File: src/rtl/mc_ctrl_if.sv
// Control bundle between the multi-cycle controller and the datapath.
// The controller holds the master modport; the datapath (or bench) holds the slave.
interface mc_ctrl_if;
  logic [5:0] Op;
  logic [5:0] Function;
  logic       Zero;
  logic       PCWrite;
  logic       IRWrite;
  logic [1:0] NPCOp;
  logic [1:0] ALUOp;
  logic       RegWrite;
  logic [1:0] EXTOp;
  logic       MemWrite;
  logic [1:0] RegDst;
  logic       ALUSrc;
  logic [1:0] WDSrc;
  logic [3:0] State;
  logic       Illegal;

  modport master (
    input  Op, Function, Zero,
    output PCWrite, IRWrite, NPCOp, ALUOp, RegWrite, EXTOp, MemWrite,
           RegDst, ALUSrc, WDSrc, State, Illegal
  );

  modport slave (
    output Op, Function, Zero,
    input  PCWrite, IRWrite, NPCOp, ALUOp, RegWrite, EXTOp, MemWrite,
           RegDst, ALUSrc, WDSrc, State, Illegal
  );
endinterface

File: src/rtl/mc_ctrl.sv
// Multi-cycle MIPS controller: sequences fetch/decode/execute/memory/write-back
// and stretches memory-facing states by MEM_WAIT cycles.
module mc_ctrl #(
  parameter int unsigned MEM_WAIT = 0
) (
  input  logic       clk,
  input  logic       rst_n,
  mc_ctrl_if.master  bus
);

  typedef enum logic [3:0] {
    FETCH  = 4'd0,
    DECODE = 4'd1,
    EXE    = 4'd2,
    MEMADR = 4'd3,
    MEMRD  = 4'd4,
    MEMWR  = 4'd5,
    MEMWB  = 4'd6,
    ALUWB  = 4'd7,
    BRANCH = 4'd8,
    JUMP   = 4'd9
  } state_t;

  localparam logic [3:0] WAIT_LAST = 4'(MEM_WAIT);

  state_t     state;
  state_t     state_nxt;
  logic [3:0] wait_cnt;
  logic       last_cycle;
  logic       in_wait;

  logic is_rtype, op_addu, op_subu, op_jr, op_ori, op_lw, op_sw, op_beq, op_lui, op_jal;

  assign is_rtype = (bus.Op == 6'h00);
  assign op_addu  = is_rtype && (bus.Function == 6'h21);
  assign op_subu  = is_rtype && (bus.Function == 6'h23);
  assign op_jr    = is_rtype && (bus.Function == 6'h08);
  assign op_ori   = (bus.Op == 6'h0D);
  assign op_lw    = (bus.Op == 6'h23);
  assign op_sw    = (bus.Op == 6'h2B);
  assign op_beq   = (bus.Op == 6'h04);
  assign op_lui   = (bus.Op == 6'h0F);
  assign op_jal   = (bus.Op == 6'h03);

  assign last_cycle = (wait_cnt == WAIT_LAST);
  assign in_wait    = (state == FETCH) || (state == MEMRD) || (state == MEMWR);
  assign bus.State  = state;

  // Counter restarts on any state change so each wait state sees 0..MEM_WAIT.
  always_ff @(posedge clk or negedge rst_n) begin
    if (!rst_n) begin
      state    <= FETCH;
      wait_cnt <= 4'd0;
    end else begin
      state <= state_nxt;
      if (state_nxt != state)
        wait_cnt <= 4'd0;
      else if (in_wait)
        wait_cnt <= wait_cnt + 4'd1;
    end
  end

  always_comb begin
    state_nxt    = state;
    bus.PCWrite  = 1'b0;
    bus.IRWrite  = 1'b0;
    bus.NPCOp    = 2'b00;
    bus.ALUOp    = 2'b00;
    bus.RegWrite = 1'b0;
    bus.EXTOp    = 2'b00;
    bus.MemWrite = 1'b0;
    bus.RegDst   = 2'b00;
    bus.ALUSrc   = 1'b0;
    bus.WDSrc    = 2'b00;
    bus.Illegal  = 1'b0;

    case (state)
      FETCH: begin
        if (last_cycle) begin
          bus.IRWrite = 1'b1;
          bus.PCWrite = 1'b1;
          state_nxt   = DECODE;
        end
      end
      DECODE: begin
        if (op_addu || op_subu || op_ori || op_lui)
          state_nxt = EXE;
        else if (op_lw || op_sw)
          state_nxt = MEMADR;
        else if (op_beq)
          state_nxt = BRANCH;
        else if (op_jal || op_jr)
          state_nxt = JUMP;
        else begin
          bus.Illegal = 1'b1;
          state_nxt   = FETCH;
        end
      end
      EXE: begin
        if (op_subu) begin
          bus.ALUOp = 2'b01;
        end else if (op_ori) begin
          bus.ALUOp  = 2'b10;
          bus.ALUSrc = 1'b1;
        end else if (op_lui) begin
          bus.ALUSrc = 1'b1;
          bus.EXTOp  = 2'b10;
        end
        state_nxt = ALUWB;
      end
      ALUWB: begin
        bus.RegWrite = 1'b1;
        bus.RegDst   = is_rtype ? 2'b01 : 2'b00;
        state_nxt    = FETCH;
      end
      MEMADR: begin
        bus.ALUSrc = 1'b1;
        bus.EXTOp  = 2'b01;
        state_nxt  = op_lw ? MEMRD : MEMWR;
      end
      MEMRD: begin
        bus.ALUSrc = 1'b1;
        bus.EXTOp  = 2'b01;
        if (last_cycle)
          state_nxt = MEMWB;
      end
      MEMWB: begin
        bus.RegWrite = 1'b1;
        bus.WDSrc    = 2'b01;
        state_nxt    = FETCH;
      end
      MEMWR: begin
        if (last_cycle) begin
          bus.MemWrite = 1'b1;
          state_nxt    = FETCH;
        end
      end
      BRANCH: begin
        bus.ALUOp   = 2'b01;
        bus.NPCOp   = 2'b01;
        bus.PCWrite = bus.Zero;
        state_nxt   = FETCH;
      end
      JUMP: begin
        bus.PCWrite = 1'b1;
        if (op_jal) begin
          bus.NPCOp    = 2'b10;
          bus.RegWrite = 1'b1;
          bus.RegDst   = 2'b10;
          bus.WDSrc    = 2'b10;
        end else begin
          bus.NPCOp = 2'b11;
        end
        state_nxt = FETCH;
      end
      default: state_nxt = FETCH;
    endcase
  end

endmodule

File: src/flat_wrapper.sv
// flat-port wrapper written by rule: the top's interface ports become plain ports
module mc_ctrl_flat 
#(
  parameter int unsigned MEM_WAIT = 0
)
  (clk, rst_n, bus_Op, bus_Function, bus_Zero, bus_PCWrite, bus_IRWrite, bus_NPCOp, bus_ALUOp, bus_RegWrite, bus_EXTOp, bus_MemWrite, bus_RegDst, bus_ALUSrc, bus_WDSrc, bus_State, bus_Illegal);
  mc_ctrl_if bus_i ();
  input  logic clk;
  input  logic rst_n;
  input wire logic [$bits(bus_i.Op)-1:0] bus_Op;
  input wire logic [$bits(bus_i.Function)-1:0] bus_Function;
  input wire logic [$bits(bus_i.Zero)-1:0] bus_Zero;
  output wire logic [$bits(bus_i.PCWrite)-1:0] bus_PCWrite;
  output wire logic [$bits(bus_i.IRWrite)-1:0] bus_IRWrite;
  output wire logic [$bits(bus_i.NPCOp)-1:0] bus_NPCOp;
  output wire logic [$bits(bus_i.ALUOp)-1:0] bus_ALUOp;
  output wire logic [$bits(bus_i.RegWrite)-1:0] bus_RegWrite;
  output wire logic [$bits(bus_i.EXTOp)-1:0] bus_EXTOp;
  output wire logic [$bits(bus_i.MemWrite)-1:0] bus_MemWrite;
  output wire logic [$bits(bus_i.RegDst)-1:0] bus_RegDst;
  output wire logic [$bits(bus_i.ALUSrc)-1:0] bus_ALUSrc;
  output wire logic [$bits(bus_i.WDSrc)-1:0] bus_WDSrc;
  output wire logic [$bits(bus_i.State)-1:0] bus_State;
  output wire logic [$bits(bus_i.Illegal)-1:0] bus_Illegal;
  assign bus_i.Op = bus_Op;
  assign bus_i.Function = bus_Function;
  assign bus_i.Zero = bus_Zero;
  assign bus_PCWrite = bus_i.PCWrite;
  assign bus_IRWrite = bus_i.IRWrite;
  assign bus_NPCOp = bus_i.NPCOp;
  assign bus_ALUOp = bus_i.ALUOp;
  assign bus_RegWrite = bus_i.RegWrite;
  assign bus_EXTOp = bus_i.EXTOp;
  assign bus_MemWrite = bus_i.MemWrite;
  assign bus_RegDst = bus_i.RegDst;
  assign bus_ALUSrc = bus_i.ALUSrc;
  assign bus_WDSrc = bus_i.WDSrc;
  assign bus_State = bus_i.State;
  assign bus_Illegal = bus_i.Illegal;
  mc_ctrl #(.MEM_WAIT(MEM_WAIT)) u_core (.clk(clk), .rst_n(rst_n), .bus(bus_i));
endmodule
File: config.mk
export PLATFORM = sky130hd
export DESIGN_NAME = mc_ctrl_flat
export DESIGN_NICKNAME = d
export VERILOG_FILES = /design/src/rtl/mc_ctrl_if.sv /design/src/rtl/mc_ctrl.sv /design/src/flat_wrapper.sv
export SDC_FILE = /design/constraint.sdc
export NUM_CORES = 1
export LEC_CHECK = 0
export ABC_AREA = 1
export BUFFER_PORTS_ARGS = -buffer_cell sky130_fd_sc_hd__buf_4
export CAP_MARGIN = 5
export CORE_AREA = 3 3 54 56
export CTS_CLUSTER_SIZE = 8
export DETAILED_ROUTE_END_ITERATION = 8
export DIE_AREA = 0 0 57 59
export PLACE_DENSITY = 0.6
export SLEW_MARGIN = 20
export SYNTH_ARGS = -nofsm -noshare
export SYNTH_HDL_FRONTEND = slang
export SYNTH_SLANG_ARGS = --single-unit
File: constraint.sdc
create_clock -name clk -period 1.9 [get_ports clk]
set_clock_uncertainty 0.1 [all_clocks]
set_input_delay 0.095 -clock clk [delete_from_list [all_inputs] [get_ports clk]]
set_output_delay 0.095 -clock clk [all_outputs]
set_load 0.01 [all_outputs]
; Word-level counts from Yosys, hierarchy flattened
; Cells that the tools add are included.
[totals]
ff_bits = 8
ramBits = 0
rom_bits = 0
n_memories = 0
latch_bits = 0
wordCells = 77
[classes]
reduce_logical = 16
shift = 0
n_div = 0
mul = 0
n_addsub = 1
n_lt_le_gt_ge = 0
mux = 39
bitwise = 0
n_eq_ne = 19
[ops]
columns = operator, count
row1 = $mux 4, 9
row2 = $eq 6x6->1 const B, 4
row3 = $pmux 4 s6, 1
row4 = $pmux 2 s2, 5
row5 = $eq 6x4->1 const B, 3
row6 = $eq 4x3->1 const B, 4
row7 = $mux 1, 15
row8 = $mux 2, 6
row9 = $eq 4x2->1 const B, 2
row10 = $eq 4x4->1 const B, 2
row11 = $logic_not 4->1, 2
row12 = $logic_or 1x1->1, 7
row13 = $eq 6x2->1 const B, 1
row14 = $eq 6x3->1 const B, 1
row15 = $logic_not 6->1, 1
row16 = $add 4x1->4 const B, 1
row17 = $eq 4x1->1 const B, 1
row18 = $ne 4x4->1, 1
row19 = $pmux 1 s2, 2
row20 = $reduce_or 2->1, 2
row21 = $logic_and 1x1->1, 3
row22 = $pmux 1 s3, 1
row23 = $reduce_bool 2->1, 1

; Depth between registers and ports, before layout
[depth]
depth_word = 10
ltp_mapped = 13
ltp_nobuf = 13

; Worst setup path before layout
; No wires, ideal clock.
[synth_path]
path_type = register -> output
from = reg u_core.state[0], in the netlist u_core.bus.State[0]
to = out bus_WDSrc[1]
path_buffers = 1
path_stages_with_launch = 8
arrival_time_ns = 1.528
path_slack_ns = 0.177
path_cell_list = dfrtp_1 -> inv_2 -> nor2_1 -> inv_1 -> nor3_1 -> inv_1 -> nor2_1 -> buf_4
[synth_between]
elab_chain_cells = 2
word_cells_on_any_way = 3
[synth_lines]
columns = item, line_no
row1 = start: declaration, mc_ctrl.sv:26  ; state_t state;
row2 = start signal: assignment, mc_ctrl.sv:55  ; state <= state_nxt;
row3 = $eq 4x4->1 / $eq 4x3->1 (equally long branches), mc_ctrl.sv:77  ; case (state)
row4 = $pmux 2 s2 *, mc_ctrl.sv:77
row5 = end: declaration, flat_wrapper.sv:22  ; output wire logic [$bits(bus_i.WDSrc)-1:0] bus_WDSrc;
; Mark *: on every way between the ends. The rest lies on a longest branch, timed or not.

; Final worst setup path
[layout_path]
from = reg u_core.state[0], in the netlist u_core.bus.State[0]
to = out bus_Illegal
[layout_between]
elab_chain_cells = 2
[layout_lines]
columns = item, line_no
row1 = $eq 4x1->1, mc_ctrl.sv:77
row2 = $mux 1, mc_ctrl.sv:77
row3 = end: declaration, flat_wrapper.sv:24  ; output wire logic [$bits(bus_i.Illegal)-1:0] bus_Illegal;
; Every way passes these cells.

==> metrics.txt <==
WL final=2200 um; Setup crit end kind=primary output; Seq/Total Area, Yosys=0.253; Post-Syn Area=791 um2; DRC Markers=0; CTS tree=yes; Yosys top cell by area=dfrtp_1; syn_area_per_cell=about 5.8 um2; Logic pwr share=0.653; Slew @ Worst Pin=around 470 ps; Sw Ratio=0.489; share of cells above drive strength 1=0.328; synth unique cells=22; pin count of the biggest net entering global routing=9; top area cells in the synthesized netlist=dfrtp_1, nand2_1, nor2_1; R2R depth=13; Synth top area share=0.253; YS warnings=0; start point of the critical path=u_core.bus.State[0]$_DFF_PN0_; Int Pwr=609 uW; Syn Inst Count=137; port bufs=34; Via density=4.67; Vert. Die Dim=slightly below 60 um; fin nets=193; WP data arrival=1570 ps; period utilisation layout=0.928; worst r2r src=u_core.wait_cnt[0]$_DFFE_PN0P_; clk_lat worst skew=260 ps; min-delay worst type=in -> async; DR WL/cell=10.8 um; global-route wire length before repair=roughly 3600 um; post-route ant nets=0; Placer Congestion=0.807; Initial Util=0.319; Post-DP HPWL=1820 um; I/O Pins=35; vias in the first global route=around 860; CTS Buffer Depth=2; share of power burned in registers=0.237; CTS Buf Count=3; Setup Buffers After CTS=0; Final setup viols=0; Slew Limit Fails=0; die area=about 3400 um2; final hold vios=0; syn_nets=154; initial antenna violation count=0; GR Util All Layers=0.133; drt pass-1 iters=4; synthesis-stage register bit count=8; core area=2480 um2; min Tclk post-route=~1800 ps; DR iter-0 viols=28; Rel. slew slack=0.682; number of H-tree levels=1; antenna cells=0; reg2reg end=u_core.wait_cnt[0]$_DFFE_PN0P_; worst setup margin=136 ps; PwrDens=1050 nW/um2; critical path required time=1700 ps; Worst Setup EP=bus_Illegal; FMAX=0.567 GHz; TritonCTS Sinks=8; Clk pwr share=0.110; FP Rows=18; CP max FO=5; total grt overflow=0; Power Total=1190 uW; crit path kind=reg -> out; Die Width=57 um; outcome=finished clean; P_leak=around 0.00064 uW; critical path launch point type=flip-flop; CTS Root Cell=clkbuf_4; P_sw=584 uW; Worst R2R Setup Slack=180 ps; peak supply drop=0.670 mV; dpl ws=170 ps; clock-pin slew on the worst setup and hold paths=roughly 60 ps; total number of vias=953; Syn-to-layout area delta=43.5%; max-cap violations=0
[sequential cells by signal, summed over array words and instances, names as in the netlist]
name / cells
u_core.wait_cnt: 4
u_core.bus.State: 4
[how the worst min path moves through the flow]
stage,slack (ps),cells after the start,endpoint
after floorplan,-300,0,u_core.bus.State[0]$_DFF_PN0_
after global placement,-180,1,u_core.bus.State[1]$_DFF_PN0_
after detailed placement,-180,1,u_core.wait_cnt[3]$_DFFE_PN0P_
after CTS,90,2,u_core.bus.State[1]$_DFF_PN0_
after global routing,120,2,u_core.wait_cnt[2]$_DFFE_PN0P_
final,90,2,u_core.bus.State[1]$_DFF_PN0_
[repair_timing]
| item | 4_1_cts | 5_1_grt |
|---|---|---|
| setup endpoints to repair | 0 | 11 |
| gates resized for setup | 0 | 8 |
| hold endpoints to repair | 8 | 0 |
| hold buffers | 1 | 0 |
[Yosys cell counts]
library cell / n
inv_1: 23
o21ai_0: 1
xor2_1: 1
buf_4: 1
dfrtp_1: 8
nor3_2: 2
nor3_1: 3
nand4_1: 4
nand3_1: 11
nand2_1: 30
ha_1: 2
xnor2_1: 1
nor2_1: 30
inv_2: 5
o21ai_1: 1
nor4_1: 2
nor2_2: 6
a21oi_1: 2
clkinv_1: 1
nand2_2: 1
a211oi_1: 1
nand3b_1: 1
[worst max-delay path: stages (launching register included)]
cell      delay, ps
dfrtp_1         410
inv_2            90
nor2_1          120
inv_1           100
nor2_4          110
nand4_1         140
a211oi_2        190
buf_4           150
[cell usage in the layout (no fill, tap or decap), drive strengths merged]
master	n
nor4	2
nand4	4
buf	34
inv	28
xnor2	1
ha	2
dlygate4sd3	1
o21ai	2
dfrtp	8
a211oi	1
clkinv	1
nand3b	1
clkbuf	3
nand2	31
nor2	36
xor2	1
a21oi	2
nor3	5
nand3	11
[metrics by stage]
step | TNS (ps) | instance area, um2 | cells | hold slack [ps] | utilization
after floorplan | 0 | 791 | 137 | -301 | -
after global placement | 0 | 1080 | 200 | -185 | 0.434
after detailed placement | 0 | 1080 | 200 | -183 | 0.434
after CTS | 0 | 1110 | 204 | 87.9 | 0.447
after global routing | -27.8 | 1130 | 204 | 119 | 0.458
final | 0 | 1130 | 204 | 88.5 | 0.458
[power by group through the flow]
stage	clock network (uW)	logic, uW	registers (uW)
2_1_floorplan	0	453	279
3_5_place_dp	0	738	279
5_1_grt	143	876	290
4_1_cts	133	743	276
6_report	132	779	282
3_3_place_gp	0	727	276
[routing by layer]
layer	GRT usage	up-vias	part of all wire
met5	0	-	0
met4	0.0596	0	0.021
met3	0.0174	6	0.053
met2	0.202	28	0.45
met1	0.187	423	0.47
li1	-	496	-
[logic make-up (layout without fill, tap and decap cells)]
kind of cell,Yosys count,count (layout),synth area share
DFF,8,8,0.253
buffers and inverters,30,67,0.147
AOI/OAI and AO/OA,5,5,0.0348
and+or+nand+nor,90,90,0.511
adders and majority gates,2,2,0.0316
xor gates and xnor gates,2,2,0.0222
[final cells by class]
class / count / area [um2]
clock buffers: 3 / 22.5
fillers: 275 / 1340
inverters: 29 / 109
multi-input cells: 99 / 498
flip-flops and latches: 8 / 203
well taps: 30 / 37.5
repair buffers: 35 / 265
Note: power is estimated with default switching activity, not from simulation.
